## config.mk

```make
export PLATFORM = sky130hd
export DESIGN_NAME = i8255_bus_master_flat
export DESIGN_NICKNAME = d
export VERILOG_FILES = /design/src/rtl/i8255_bus_master_pkg.sv /design/src/rtl/i8255_bus_master_if.sv /design/src/rtl/i8255_bus_master_phase_timer.sv /design/src/rtl/i8255_bus_master.sv /design/src/flat_wrapper.sv
export SDC_FILE = /design/constraint.sdc
export NUM_CORES = 1
export LEC_CHECK = 0
export BUFFER_PORTS_ARGS = -buffer_cell sky130_fd_sc_hd__buf_2
export CORE_MARGIN = 2
export CORE_UTILIZATION = 53
export CTS_CLUSTER_SIZE = 25
export DETAILED_ROUTE_END_ITERATION = 16
export HOLD_SLACK_MARGIN = 0.15
export MAX_ROUTING_LAYER = met4
export PLACE_DENSITY = 0.8
export SLEW_MARGIN = 20
export SYNTH_ARGS = -nofsm -noshare
export SYNTH_HDL_FRONTEND = slang
export SYNTH_HIERARCHICAL = 1
export SYNTH_SLANG_ARGS = --single-unit
```

## constraint.sdc

```tcl
create_clock -name clk -period 6.25 [get_ports clk]
set_clock_uncertainty 0.15 [all_clocks]
set_input_delay 1.25 -clock clk [delete_from_list [all_inputs] [get_ports clk]]
set_output_delay 1.25 -clock clk [all_outputs]
set_load 0.05 [all_outputs]
```

## src/rtl/i8255_bus_master_pkg.sv

```systemverilog
`default_nettype none
// ============================================================================
// Module  : i8255_pkg
// Brief   : Shared addresses, FSM states and mode-word fields for the 8255 bus master.
// Revision: 1.0  initial release
// ============================================================================
package i8255_pkg;

  localparam logic [1:0] A_PA   = 2'b00;
  localparam logic [1:0] A_PB   = 2'b01;
  localparam logic [1:0] A_PC   = 2'b10;
  localparam logic [1:0] A_CTRL = 2'b11;

  typedef enum logic [2:0] {
    IDLE   = 3'd0,
    INIT   = 3'd1,
    SETUP  = 3'd2,
    STROBE = 3'd3,
    HOLD   = 3'd4
  } state_t;

  localparam int MODE_SET = 7;
  localparam int PA_IN    = 4;
  localparam int PCH_IN   = 3;
  localparam int PB_IN    = 1;
  localparam int PCL_IN   = 0;

  // Phase timer counts down to zero, so a phase of N cycles loads N-1.
  function automatic logic [3:0] phase_load(input int cyc);
    return 4'(cyc - 1);
  endfunction

endpackage
`default_nettype wire

```

## src/rtl/i8255_bus_master_if.sv

```systemverilog
`default_nettype none
// ============================================================================
// Module  : i8255_bus_master_if
// Brief   : Request/response handshake and 8255 CPU-bus signals of the bus master.
// Revision: 1.0  initial release
// ============================================================================
interface i8255_bus_master_if;

  logic       req_valid;
  logic       req_ready;
  logic       req_write;
  logic [1:0] req_addr;
  logic [7:0] req_wdata;
  logic       rsp_valid;
  logic [7:0] rsp_rdata;
  logic       cs_n;
  logic       rd_n;
  logic       wr_n;
  logic [1:0] a;
  logic [7:0] d_out;
  logic       d_oe;
  logic [7:0] d_in;

  modport master (
    input  req_valid, req_write, req_addr, req_wdata, d_in,
    output req_ready, rsp_valid, rsp_rdata, cs_n, rd_n, wr_n, a, d_out, d_oe
  );

  modport slave (
    output req_valid, req_write, req_addr, req_wdata, d_in,
    input  req_ready, rsp_valid, rsp_rdata, cs_n, rd_n, wr_n, a, d_out, d_oe
  );

endinterface
`default_nettype wire

```

## src/rtl/i8255_bus_master_phase_timer.sv

```systemverilog
`default_nettype none
// ============================================================================
// Module  : i8255_phase_timer
// Brief   : Loadable 4-bit down-counter; 'last' flags the final cycle of a phase.
// Revision: 1.0  initial release
// ============================================================================
module i8255_phase_timer (
  input  logic       clk,
  input  logic       reset,
  input  logic       load,
  input  logic [3:0] load_val,
  output logic       last
);

  logic [3:0] cnt_q;
  logic [3:0] cnt_d;

  always_comb begin
    cnt_d = cnt_q;
    if (load) begin
      cnt_d = load_val;
    end else if (cnt_q != 4'd0) begin
      cnt_d = cnt_q - 4'd1;
    end
  end

  always_ff @(posedge clk) begin
    if (reset) begin
      cnt_q <= 4'd0;
    end else begin
      cnt_q <= cnt_d;
    end
  end

  assign last = (cnt_q == 4'd0);

endmodule
`default_nettype wire

```

## src/rtl/i8255_bus_master.sv

```systemverilog
`default_nettype none
// ============================================================================
// Module  : i8255_bus_master
// Brief   : Turns valid/ready register requests into timed 8255 read/write cycles.
//           Define I8255M_INIT_EN to write INIT_MODE to the control port after reset.
// Revision: 1.0  initial release
// ============================================================================
module i8255_bus_master
  import i8255_pkg::*;
#(
  parameter int         SETUP_CYC  = 1,
  parameter int         STROBE_CYC = 3,
  parameter int         HOLD_CYC   = 1,
  parameter logic [7:0] INIT_MODE  = 8'h80
) (
  input  logic                  clk,
  input  logic                  reset,
  i8255_bus_master_if.master    bus
);

  localparam logic [3:0] SETUP_LD  = phase_load(SETUP_CYC);
  localparam logic [3:0] STROBE_LD = phase_load(STROBE_CYC);
  localparam logic [3:0] HOLD_LD   = phase_load(HOLD_CYC);

`ifdef I8255M_INIT_EN
  localparam state_t RESET_STATE = INIT;
`else
  localparam state_t RESET_STATE = IDLE;
`endif

  state_t     state_q, state_d;
  logic       write_q, write_d;
  logic [1:0] addr_q, addr_d;
  logic [7:0] wdata_q, wdata_d;
  logic       init_q, init_d;
  logic       req_ready_q, req_ready_d;
  logic       rsp_valid_q, rsp_valid_d;
  logic [7:0] rsp_rdata_q, rsp_rdata_d;
  logic       cs_n_q, cs_n_d;
  logic       rd_n_q, rd_n_d;
  logic       wr_n_q, wr_n_d;
  logic [1:0] a_q, a_d;
  logic [7:0] d_out_q, d_out_d;
  logic       d_oe_q, d_oe_d;

  logic       tmr_load;
  logic [3:0] tmr_val;
  logic       tmr_last;
  logic       accept;
  logic       active;

  i8255_phase_timer u_timer (
    .clk      (clk),
    .reset    (reset),
    .load     (tmr_load),
    .load_val (tmr_val),
    .last     (tmr_last)
  );

  always_comb begin
    state_d     = state_q;
    write_d     = write_q;
    addr_d      = addr_q;
    wdata_d     = wdata_q;
    init_d      = init_q;
    rsp_valid_d = 1'b0;
    rsp_rdata_d = rsp_rdata_q;
    tmr_load    = 1'b0;
    tmr_val     = SETUP_LD;
    accept      = bus.req_valid & req_ready_q & (state_q == IDLE);

    case (state_q)
      IDLE: begin
        if (accept) begin
          write_d  = bus.req_write;
          addr_d   = bus.req_addr;
          wdata_d  = bus.req_wdata;
          init_d   = 1'b0;
          tmr_load = 1'b1;
          state_d  = SETUP;
        end
      end
      INIT: begin
        write_d  = 1'b1;
        addr_d   = A_CTRL;
        wdata_d  = INIT_MODE;
        init_d   = 1'b1;
        tmr_load = 1'b1;
        state_d  = SETUP;
      end
      SETUP: begin
        if (tmr_last) begin
          tmr_load = 1'b1;
          tmr_val  = STROBE_LD;
          state_d  = STROBE;
        end
      end
      STROBE: begin
        if (tmr_last) begin
          if (!write_q) begin
            rsp_rdata_d = bus.d_in;
          end
          tmr_load = 1'b1;
          tmr_val  = HOLD_LD;
          state_d  = HOLD;
        end
      end
      HOLD: begin
        if (tmr_last) begin
          rsp_valid_d = ~init_q;
          state_d     = IDLE;
        end
      end
      default: state_d = IDLE;
    endcase

    // Bus pins are registered from the next state so they change in step with the FSM.
    active      = (state_d == SETUP) || (state_d == STROBE) || (state_d == HOLD);
    cs_n_d      = ~active;
    rd_n_d      = ~((state_d == STROBE) && !write_d);
    wr_n_d      = ~((state_d == STROBE) && write_d);
    a_d         = active ? addr_d : a_q;
    d_out_d     = (active && write_d) ? wdata_d : d_out_q;
    d_oe_d      = active && write_d;
    req_ready_d = (state_d == IDLE);
  end

  always_ff @(posedge clk) begin
    if (reset) begin
      state_q     <= RESET_STATE;
      write_q     <= 1'b0;
      addr_q      <= 2'b00;
      wdata_q     <= 8'h00;
      init_q      <= 1'b0;
      req_ready_q <= 1'b0;
      rsp_valid_q <= 1'b0;
      rsp_rdata_q <= 8'h00;
      cs_n_q      <= 1'b1;
      rd_n_q      <= 1'b1;
      wr_n_q      <= 1'b1;
      a_q         <= 2'b00;
      d_out_q     <= 8'h00;
      d_oe_q      <= 1'b0;
    end else begin
      state_q     <= state_d;
      write_q     <= write_d;
      addr_q      <= addr_d;
      wdata_q     <= wdata_d;
      init_q      <= init_d;
      req_ready_q <= req_ready_d;
      rsp_valid_q <= rsp_valid_d;
      rsp_rdata_q <= rsp_rdata_d;
      cs_n_q      <= cs_n_d;
      rd_n_q      <= rd_n_d;
      wr_n_q      <= wr_n_d;
      a_q         <= a_d;
      d_out_q     <= d_out_d;
      d_oe_q      <= d_oe_d;
    end
  end

  assign bus.req_ready = req_ready_q;
  assign bus.rsp_valid = rsp_valid_q;
  assign bus.rsp_rdata = rsp_rdata_q;
  assign bus.cs_n      = cs_n_q;
  assign bus.rd_n      = rd_n_q;
  assign bus.wr_n      = wr_n_q;
  assign bus.a         = a_q;
  assign bus.d_out     = d_out_q;
  assign bus.d_oe      = d_oe_q;

endmodule
`default_nettype wire
```

## src/flat_wrapper.sv

```systemverilog
// flat-port wrapper written by rule: the top's interface ports become plain ports
module i8255_bus_master_flat import i8255_pkg::*;
#(
  parameter int         SETUP_CYC  = 1,
  parameter int         STROBE_CYC = 3,
  parameter int         HOLD_CYC   = 1,
  parameter logic [7:0] INIT_MODE  = 8'h80
)
  (clk, reset, bus_req_valid, bus_req_write, bus_req_addr, bus_req_wdata, bus_d_in, bus_req_ready, bus_rsp_valid, bus_rsp_rdata, bus_cs_n, bus_rd_n, bus_wr_n, bus_a, bus_d_out, bus_d_oe);
  i8255_bus_master_if bus_i ();
  input  logic clk;
  input  logic reset;
  input wire logic [$bits(bus_i.req_valid)-1:0] bus_req_valid;
  input wire logic [$bits(bus_i.req_write)-1:0] bus_req_write;
  input wire logic [$bits(bus_i.req_addr)-1:0] bus_req_addr;
  input wire logic [$bits(bus_i.req_wdata)-1:0] bus_req_wdata;
  input wire logic [$bits(bus_i.d_in)-1:0] bus_d_in;
  output wire logic [$bits(bus_i.req_ready)-1:0] bus_req_ready;
  output wire logic [$bits(bus_i.rsp_valid)-1:0] bus_rsp_valid;
  output wire logic [$bits(bus_i.rsp_rdata)-1:0] bus_rsp_rdata;
  output wire logic [$bits(bus_i.cs_n)-1:0] bus_cs_n;
  output wire logic [$bits(bus_i.rd_n)-1:0] bus_rd_n;
  output wire logic [$bits(bus_i.wr_n)-1:0] bus_wr_n;
  output wire logic [$bits(bus_i.a)-1:0] bus_a;
  output wire logic [$bits(bus_i.d_out)-1:0] bus_d_out;
  output wire logic [$bits(bus_i.d_oe)-1:0] bus_d_oe;
  assign bus_i.req_valid = bus_req_valid;
  assign bus_i.req_write = bus_req_write;
  assign bus_i.req_addr = bus_req_addr;
  assign bus_i.req_wdata = bus_req_wdata;
  assign bus_i.d_in = bus_d_in;
  assign bus_req_ready = bus_i.req_ready;
  assign bus_rsp_valid = bus_i.rsp_valid;
  assign bus_rsp_rdata = bus_i.rsp_rdata;
  assign bus_cs_n = bus_i.cs_n;
  assign bus_rd_n = bus_i.rd_n;
  assign bus_wr_n = bus_i.wr_n;
  assign bus_a = bus_i.a;
  assign bus_d_out = bus_i.d_out;
  assign bus_d_oe = bus_i.d_oe;
  i8255_bus_master #(.SETUP_CYC(SETUP_CYC), .STROBE_CYC(STROBE_CYC), .HOLD_CYC(HOLD_CYC), .INIT_MODE(INIT_MODE)) u_core (.clk(clk), .reset(reset), .bus(bus_i));
endmodule
```

==> impl_metrics.py <==
metrics = {
    "drt": {
        "antenna_violating_nets_post_route": 0,
        "detailedRoute.firstPassIterationCount": 4,
        "avgRoutedWirePerCell_um": 12.2,
        "via_density_per_instance": 5.04,
        "wl_um": 3220,
        "first_iter_violations": 77,
        "route.detailed.drc": 0,
        "dr_total_vias": 1330,
    },
    "power": {
        "leakage_nw": 0.905,
        "vdd_drop_max_uv": 196,
        "power.density_cell_area_nw_per_um2": 347,
    },
    "sta": {
        "maxClockFrequency_mhz": 336,
        "setup_total_negative_slack_ns": 0,
        "min_period_ns": 2.98,
        "hold_ws_ns": 0.352,
        "worst_slew_margin_rel": 0.546,
        "period_share": 0.476,
        "rsz0062_at_grt": "no",
        "post-route-worst-setup-slack_ns": 3.27,
        "setup_viol": 0,
        "timing_worst_slew_pin_value_ns": 0.681,
        "slew_viol_final": 0,
        "finalHoldViolCount": 0,
    },
    "cells_and_area": {
        "filler_cell_count": 303,
        "synthToLayoutAreaGrowth_pct": 18.2,
        "finish.instance_area_um2": 2140,
        "drive_gt1_frac": 0.358,
        "multi_input_area_um2": 903,
        "sequential_cell_area_um2": 861,
        "finish.net_count": 240,
        "inserted_diodes": 0,
    },
    "floorplanning": {
        "die_height_um": 62.5,
        "die_w_um": 62.5,
        "row_count": 21,
        "initial_utilization": 0.547,
        "die-area_um2": 3900,
        "num_io_pins": 46,
        "core_area_um2": 3310,
    },
    "clocking": {
        "cts_tree": "yes",
        "post_cts_buffers": 0,
        "hold_buffers": 0,
        "post_cts_resize_count": 0,
        "cts.sinks": 43,
        "htree_levels": 2,
        "clock_tree.buffer_depth": 2,
        "insertion_delay_of_the_later_clocked_pin_in_the_worst_skew_pair_ns": 0.36,
        "clock-root-buffer": "clkbuf_4",
        "clkTransAtPathRegs_ns": 0.11,
        "tritoncts.num_buffers": 5,
    },
    "grt": {
        "globalRouteTotalUtil": 0.185,
        "grt_start_max_net_pins": 43,
        "grt_first_pass_wirelength_um": 5510,
        "grt_antenna_before_repair": 0,
        "global_route_congestion_overflow_total": 0,
        "grt_pass1_vias": 1226,
    },
    "critical_path": {
        "cpMaxStageDelayCell": "or2_2",
        "criticalPathCategory": "input port to register",
        "worst_path_required_ns": 6.35,
        "critical_path.reg2reg.startpoint": "u_core/state_q[2]",
        "crit_chain": "buf_2, nand4bb_1, or2_2, o221ai_4, mux2_2",
        "endpoint_kind": "register",
        "worstSetupStartpoint": "bus_req_valid",
        "critPathArrivalTime_ns": 3.08,
        "critical_path_peak_fanout": 12,
        "critPathLaunchType": "input port",
        "crit_path_largest_cell_delay_ns": 0.52,
    },
    "place": {
        "place_area_um2": 2050,
        "hpwl_um": 2180,
        "pre_cts_ws_ns": 2.90,
        "gp_congestion": 0.773,
        "number_of_input_and_output_port_buffers_inserted": 45,
    },
    "yosys": {
        "syn-instance-count": 172,
        "synth.yosys.warnings": 6,
        "yosys_register_bits": 43,
        "synthDominantCellAreaShare": 0.475,
        "synth_seq_area_share": 0.475,
        "post_synth_main_area_contributors": "dfxtp_1, mux2i_1, mux2_2",
        "yosysTopAreaCell": "dfxtp_1",
        "synthesis.area_um2": 1810,
        "synth.avg_cell_area_um2": 10.5,
        "synth_cell_type_count": 43,
    },
    "run": {
        "max-cap-violations": 0,
    },
    "outcome": {
        "outcome": "finished clean",
    },
    "min_path": {
        "min-delay-start": "u_core/bus.rsp_rdata[0]",
        "path_category_of_the_worst_min_delay_check": "register to register",
    },
}
==> state kept, by name, indices dropped and copies added (netlist names) <==
signal                count
u_core/bus.cs_n           1
u_core/bus.rsp_valid      1
u_core/bus.rd_n           1
u_core/init_q             1
u_core/bus.d_out          8
u_core/bus.d_oe           1
u_core/state_q            3
u_core/addr_q             2
u_core/bus.req_ready      1
u_core/write_q            1
u_core/bus.a              2
u_core/bus.rsp_rdata      8
u_core/bus.wr_n           1
u_core/wdata_q            8
u_core/u_timer/cnt_q      4
==> Yosys cell counts <==
cell type,n
nor3_2,1
nand4bb_1,1
nor2b_1,11
nor2_2,1
and3b_2,1
or4b_4,1
xnor2_1,3
dfxtp_1,43
nand2_1,4
a21boi_0,7
inv_1,2
or2b_1,1
mux2i_1,11
nor2_1,16
buf_6,1
a311oi_1,1
nor3b_4,1
nor3b_1,8
buf_4,1
nand2b_1,1
o21ai_4,1
clkbuf_1,5
a21o_1,1
o32ai_1,1
a211oi_1,2
ha_1,1
buf_2,2
o21ai_0,3
conb_1,1
o221ai_4,1
o21ba_2,7
nor3_1,5
and3_1,1
or2_2,2
nor4b_1,1
nand3_1,1
mux2_2,9
nand4b_1,1
a21oi_1,4
and2_1,2
o22ai_1,3
nor4bb_1,1
nor4_1,1
==> per-layer routing <==
| metal | wire length, um | vias up | track usage |
|---|---|---|---|
| met5 | 0 | - | - |
| met4 | 46 | 0 | 0.0667 |
| met3 | 165 | 5 | 0.0631 |
| met2 | 1500 | 28 | 0.273 |
| met1 | 1510 | 607 | 0.236 |
| li1 | - | 690 | - |
==> stage by stage <==
stage	util	power [mW]	std cells
2_1_floorplan	-	0.524	174
3_3_place_gp	0.621	0.562	256
3_5_place_dp	0.621	0.565	256
4_1_cts	0.647	0.750	264
5_1_grt	0.647	0.785	264
6_report	0.647	0.742	264
==> cell usage in the layout, fill, tap and decap left out, types with 2 or more instances in the layout <==
| cell | instances |
|---|---|
| a211oi_1 | 2 |
| a21boi_0 | 7 |
| a21oi_1 | 4 |
| and2_1 | 2 |
| buf_2 | 45 |
| clkbuf_4 | 5 |
| conb_1 | 3 |
| dfxtp_1 | 43 |
| inv_1 | 2 |
| mux2_2 | 9 |
| mux2i_1 | 11 |
| nand2_1 | 4 |
| nor2_1 | 16 |
| nor2b_1 | 11 |
| nor3_1 | 5 |
| nor3b_1 | 8 |
| o21ai_0 | 3 |
| o21ba_2 | 7 |
| o22ai_1 | 3 |
| or2_2 | 2 |
| xnor2_1 | 3 |
==> report_power, final <==
part	internal, mW	leakage (nW)	switching, mW	total [mW]
Combinational	0.0984	0.507	0.128	0.227
Clock	0.0945	0.0482	0.0886	0.183
Sequential	0.306	0.350	0.0266	0.332
Total	0.499	0.905	0.243	0.742
==> critical path, delay by kind of cell <==
family          cells  cell delay, ns
compound gates      1            0.34
mux                 1            0.38
buf+inv             1            0.10
simple gates        2            1.00
==> cell type report <==
| cell class | instances | area share |
|---|---|---|
| timing repair buffer | 45 | 0.105 |
| clock inverter | 2 | 0.0164 |
| inverter | 2 | 0.00351 |
| sequential | 43 | 0.402 |
| tap | 46 | 0.0269 |
| clock buffer | 6 | 0.0240 |
| multi-input combinational | 120 | 0.422 |
==> path summary, 6_finish.rpt <==
check	endpoint	slack (ns)	cells after the start
max	u_core/bus.d_out[5]	3.27	5
min	u_core/bus.rsp_rdata[0]	0.35	2
max reg2reg	u_core/bus.d_out[5]	3.71	4
min reg2reg	u_core/bus.rsp_rdata[0]	0.35	2
==> cells by family (layout without fill, tap and decap cells) <==
group	after synthesis	count (layout)	share of synthesized area
DFF	43	43	0.475
xor gates and xnor gates	3	3	0.0145
AOI/OAI and AO/OA	31	31	0.143
and+or+nand+nor	62	62	0.211
buffers and inverters	11	55	0.0304
adders and majority gates	1	1	0.00690
other	1	3	0.00207
muxes	20	20	0.117
(Power assumes the default switching activity.)
